`src/rtl/pixel_strip_streamer.sv`:
```
// Streams image strips from a synchronous column memory to the CHIP pixel lanes.
// Each strip is framed as chip_rst, left pad, IMG_W body columns, and a right pad with load_end.
module pixel_strip_streamer #(
   parameter int IMG_W  = 100,
   parameter int PIX_W  = 5,
   parameter int ADDR_W = 12
) (
   input  logic                  clk,
   input  logic                  reset,
   input  logic                  start,
   input  logic [3:0]            num_strips,
   output logic                  mem_rd,
   output logic [ADDR_W-1:0]     mem_addr,
   input  logic [5*PIX_W-1:0]    mem_rdata,
   output logic [PIX_W-1:0]      pixel_in0,
   output logic [PIX_W-1:0]      pixel_in1,
   output logic [PIX_W-1:0]      pixel_in2,
   output logic [PIX_W-1:0]      pixel_in3,
   output logic [PIX_W-1:0]      pixel_in4,
   output logic                  load_end,
   output logic                  col_valid,
   output logic                  chip_rst,
   output logic                  busy,
   output logic                  done
);

   typedef enum logic [2:0] {S_IDLE, S_RST, S_PADL, S_BODY, S_PADR} state_t;

   localparam int CNT_W = (IMG_W > 1) ? $clog2(IMG_W) : 1;

   state_t               r_state;
   state_t               w_next;
   logic [CNT_W-1:0]     r_col;
   logic [CNT_W-1:0]     r_rd_left;
   logic [3:0]           r_strip;
   logic [3:0]           r_last;
   logic [ADDR_W-1:0]    r_base;
   logic [ADDR_W-1:0]    w_base_nxt;
   logic                 w_accept;
   logic                 w_last_strip;
   logic                 w_done_nxt;

   logic                 r_mem_rd;
   logic [ADDR_W-1:0]    r_mem_addr;
   logic [5*PIX_W-1:0]   r_lanes;
   logic                 r_load_end;
   logic                 r_col_valid;
   logic                 r_chip_rst;
   logic                 r_busy;
   logic                 r_done;

   // A start coinciding with done is dropped: the block only counts as idle once done has cleared.
   assign w_accept     = (r_state == S_IDLE) && start && !r_done;
   assign w_last_strip = (r_strip == r_last);

   always_comb begin
      w_next     = r_state;
      w_base_nxt = r_base;
      w_done_nxt = 1'b0;
      case (r_state)
         S_IDLE: begin
            if (w_accept) begin
               w_next     = S_RST;
               w_base_nxt = '0;
            end
         end
         S_RST:  w_next = S_PADL;
         S_PADL: w_next = S_BODY;
         S_BODY: begin
            if (r_col == CNT_W'(IMG_W - 1)) w_next = S_PADR;
         end
         S_PADR: begin
            if (w_last_strip) begin
               w_next     = S_IDLE;
               w_done_nxt = 1'b1;
            end else begin
               w_next     = S_RST;
               w_base_nxt = r_base + ADDR_W'(IMG_W);
            end
         end
         default: w_next = S_IDLE;
      endcase
   end

   always_ff @(posedge clk or posedge reset) begin
      if (reset) begin
         r_state     <= S_IDLE;
         r_col       <= '0;
         r_rd_left   <= '0;
         r_strip     <= '0;
         r_last      <= '0;
         r_base      <= '0;
         r_mem_rd    <= 1'b0;
         r_mem_addr  <= '0;
         r_lanes     <= '0;
         r_load_end  <= 1'b0;
         r_col_valid <= 1'b0;
         r_chip_rst  <= 1'b0;
         r_busy      <= 1'b0;
         r_done      <= 1'b0;
      end else begin
         r_state <= w_next;
         r_base  <= w_base_nxt;
         r_col   <= (r_state == S_BODY) ? r_col + 1'b1 : '0;

         if (w_accept) begin
            r_strip <= '0;
            r_last  <= (num_strips == 4'd0) ? 4'd0 : num_strips - 4'd1;
         end else if ((r_state == S_PADR) && !w_last_strip) begin
            r_strip <= r_strip + 4'd1;
         end

         // The read burst starts with the RST cycle so the first body word lands right after PADL.
         if (w_next == S_RST) begin
            r_mem_rd   <= 1'b1;
            r_mem_addr <= w_base_nxt;
            r_rd_left  <= CNT_W'(IMG_W - 1);
         end else if (r_rd_left != '0) begin
            r_mem_rd   <= 1'b1;
            r_mem_addr <= r_mem_addr + 1'b1;
            r_rd_left  <= r_rd_left - 1'b1;
         end else begin
            r_mem_rd   <= 1'b0;
            r_mem_addr <= '0;
         end

         r_chip_rst  <= (w_next == S_RST);
         r_col_valid <= (w_next == S_PADL) || (w_next == S_BODY) || (w_next == S_PADR);
         r_load_end  <= (w_next == S_PADR);
         r_busy      <= (w_next != S_IDLE);
         r_done      <= w_done_nxt;
         r_lanes     <= (w_next == S_BODY) ? mem_rdata : '0;
      end
   end

   assign mem_rd    = r_mem_rd;
   assign mem_addr  = r_mem_addr;
   assign pixel_in0 = r_lanes[0*PIX_W +: PIX_W];
   assign pixel_in1 = r_lanes[1*PIX_W +: PIX_W];
   assign pixel_in2 = r_lanes[2*PIX_W +: PIX_W];
   assign pixel_in3 = r_lanes[3*PIX_W +: PIX_W];
   assign pixel_in4 = r_lanes[4*PIX_W +: PIX_W];
   assign load_end  = r_load_end;
   assign col_valid = r_col_valid;
   assign chip_rst  = r_chip_rst;
   assign busy      = r_busy;
   assign done      = r_done;

endmodule

```
`config.mk`:
```
export PLATFORM = sky130hd
export DESIGN_NAME = pixel_strip_streamer
export DESIGN_NICKNAME = d
export VERILOG_FILES = /design/src/rtl/pixel_strip_streamer.sv
export SDC_FILE = /design/constraint.sdc
export NUM_CORES = 1
export LEC_CHECK = 0
export CORE_UTILIZATION = 51
export DETAILED_ROUTE_END_ITERATION = 16
export PLACE_DENSITY = 0.87
export SYNTH_ARGS = -nofsm -noshare
export SYNTH_HDL_FRONTEND = slang
export SYNTH_SLANG_ARGS = --single-unit
```
`constraint.sdc`:
```
create_clock -name clk -period 3 [get_ports clk]
set_clock_uncertainty 0.2 [all_clocks]
set_input_delay 0.45 -clock clk [delete_from_list [all_inputs] [get_ports clk]]
set_output_delay 0.45 -clock clk [all_outputs]
set_load 0.01 [all_outputs]
```
==> results.sh <==
export IMPL_status="finished with violations"
export IMPL_violations="design-rule violations"
export IMPL_critPathRequiredTime_ns=3.05
export IMPL_yosysSeqAreaShare=0.573
export IMPL_htreeDepth=3
export IMPL_overflow=0
export IMPL_instances_no_fill=481
export IMPL_antenna_found_initial=0
export IMPL_worstSetupEndpointType="register"
export IMPL_finalSetupTns_ns=0
export IMPL_cts_tree="done"
export IMPL_first_pass_iters=12
export IMPL_wl_um=7310
export IMPL_dp_hpwl_um=5330
export IMPL_slew_headroom=0.356
export IMPL_post_cts_buffers=0
export IMPL_die_w_um=84.8
export IMPL_period_needed_ns=2.54
export IMPL_grt_max_degree=34
export IMPL_final_cell_mix="dfrtp_1, clkdlybuf4s50_1, nand2_1, and2_1, nor2_1"
export IMPL_cp_num_buf_inv=1
export IMPL_synthCells=321
export IMPL_max_stage_delay_ns=0.59
export IMPL_wl_per_cell_um=15.2
export IMPL_ir_drop_v=0.000354
export IMPL_synth_area_um2=3490
export IMPL_maxCapViolCount=0
export IMPL_yosys_cell_types_count=51
export IMPL_synth_area_leaders="dfrtp_1, and2_1, xnor2_1"
export IMPL_drc=4
export IMPL_r2r_setup_slack_ns=0.46
export IMPL_final_common_cell="dfrtp_1"
export IMPL_achievable_frequency_mhz=394
export IMPL_p_leak_nw=1.88
export IMPL_slowest_stage="o41a_1"
export IMPL_r2r_cells=5
export IMPL_grt_pass1_wl_um=12500
export IMPL_fp_row_count=29
export IMPL_synth_seq_cells=80
export IMPL_drtIter0Drc=167
export IMPL_criticalPathCategory="reg2reg"
export IMPL_synth_top_area_cell="dfrtp_1"
export IMPL_cp_arrival_ns=2.59
export IMPL_worstReg2RegEnd="mem_addr[11]$_DFF_PP0_"
export IMPL_via_count=2627
export IMPL_avgViaCountPerCell=5.46
export IMPL_fin_crit_sh=0.846
export IMPL_ant_nets=0
export IMPL_hold_viol_final=0
export IMPL_post_cts_resized=0
export IMPL_rr_startpoint="r_strip[2]$_DFFE_PP0P_"
export IMPL_nets=436
export IMPL_ys_dominant_reg_cell="dfrtp_1"
export IMPL_ios=75
export IMPL_clock_sinks=80
export IMPL_startpoint="r_strip[2]$_DFFE_PP0P_"
export IMPL_drv_slew=0
export IMPL_hold_class="in2async"
export IMPL_worst_pin_slew_ns=0.961
export IMPL_synth_top_area_frac=0.573
export IMPL_ys_async_sr_fraction=1.00
export IMPL_syn_nets=358
export IMPL_cp_start_kind="register"
export IMPL_critical_path_top_delay_family="compound AO/OA/AOI/OAI gates"
export IMPL_insertion_delay_ns=0.34
export IMPL_yosysWarningCount=0
export IMPL_track_usage=0.226
export IMPL_start_util=0.538
export IMPL_cts_hold_buf=0
export IMPL_cp_cell_sequence="xor2_1, o41a_1, nor2_2, inv_2, o32ai_1"
export IMPL_grt_pass1_vias=2651
export IMPL_setup_viol=0
export IMPL_fillers=476
export IMPL_coreArea_um2=6490
export IMPL_clk_path_buf_depth=2
export IMPL_final_hold_worst_slack_ns=0.214
export IMPL_clk_pin_slew_worst_paths_ns=0.08
export IMPL_cts_root_buf="clkbuf_8"
export IMPL_synth_area_per_cell_um2=10.9
export IMPL_crit_fanout=15
export IMPL_dieArea_um2=7190
export IMPL_synthToLayoutAreaGrowth_pct=29.7
export IMPL_fin_util=0.698
export IMPL_place_inst=465
export IMPL_drive_above_1_share=0.0866
export IMPL_n_antenna_cell=0
export IMPL_power_density_nw_per_um2=725
export IMPL_die_h_um=84.8
export IMPL_rsz0062_at_grt="no"
export IMPL_gp_congestion=0.811
export IMPL_port_buffers=74
export IMPL_cts_inserted_buffers=9
export IMPL_synth_edf_count=0
[metal layers]
| layer | track usage | vias up | part of all wire | wire (um) |
|---|---|---|---|---|
| li1 | - | 1257 | - | - |
| met1 | 0.285 | 1260 | 0.42 | 3100 |
| met2 | 0.358 | 97 | 0.47 | 3430 |
| met3 | 0.0767 | 13 | 0.087 | 639 |
| met4 | 0.0986 | 0 | 0.019 | 138 |
| met5 | 0 | - | 0 | 0 |
[worst reg2reg max path: stages, from the launching register on]
cell	delay, ns
dfrtp_1	0.41
xor2_1	0.21
o41a_1	0.59
nor2_2	0.53
inv_2	0.19
o32ai_1	0.30
[report_power, final]
group | internal (W) | leakage, nW | switching [W]
combinational | 0.000542 | 0.844 | 0.000448
clock | 0.000384 | 0.0856 | 0.000382
sequential | 0.00131 | 0.951 | 0.000220
[stage by stage]
stage               setup slack, ns  cell area, um2  power, W
floorplan                     0.298            3490   0.00212
global placement              0.504            4340   0.00249
detailed placement            0.433            4340   0.00254
CTS                           0.473            4530   0.00331
global route                  0.306            4530   0.00349
finish                        0.461            4530   0.00329
[synth_stat cells, drive strengths merged, types with 2 or more instances]
| master | count |
|---|---|
| dfrtp | 80 |
| o31ai | 4 |
| inv | 9 |
| clkbuf | 6 |
| and3 | 2 |
| xor2 | 11 |
| a21oi | 11 |
| nor2 | 24 |
| or3 | 7 |
| nor3 | 9 |
| buf | 7 |
| mux2 | 2 |
| o311ai | 2 |
| nand4 | 2 |
| nor3b | 2 |
| nand2 | 33 |
| nor4 | 5 |
| mux2i | 3 |
| nand3 | 10 |
| o211ai | 3 |
| o21a | 3 |
| xnor2 | 17 |
| ha | 5 |
| o22ai | 5 |
| o21ai | 12 |
| nand3b | 2 |
| and2 | 29 |
[cell families after synthesis]
group,after synthesis,share of synthesized area
AND/OR/NAND/NOR,131,0.195
flip-flops,80,0.573
buffers and inverters,22,0.0261
XOR/XNOR,28,0.0702
multiplexers,5,0.0150
adder cells (fa/ha/maj),5,0.0179
AO/OA/AOI/OAI,50,0.103
[how the worst max path moves through the flow]
stage	endpoint	cells after the start
after floorplan	busy$_DFF_PP0_	1
after global placement	mem_addr[5]$_DFF_PP0_	6
after detailed placement	r_state[0]$_DFF_PP0_	7
after CTS	mem_addr[11]$_DFF_PP0_	5
after global routing	r_lanes[4]$_DFF_PP0_	6
final	mem_addr[11]$_DFF_PP0_	5
[layout make-up]
cell class	instances	area (um2)	area share
repair buffers	80	798	0.176
clock inverters	5	57.6	0.0127
well taps	77	96.3	0.0213
flip-flops and latches	80	2000	0.442
inverters	9	33.8	0.00745
clock buffers	11	131	0.0290
multi-input cells	219	1410	0.312
[flip-flops by register name (all words and copies together), names as in the netlist, 3 cells and up]
name,count
r_last,4
mem_addr,12
r_state,3
r_strip,4
r_lanes,25
r_col,7
r_rd_left,7
r_base,12
(Power assumes the default switching activity.)
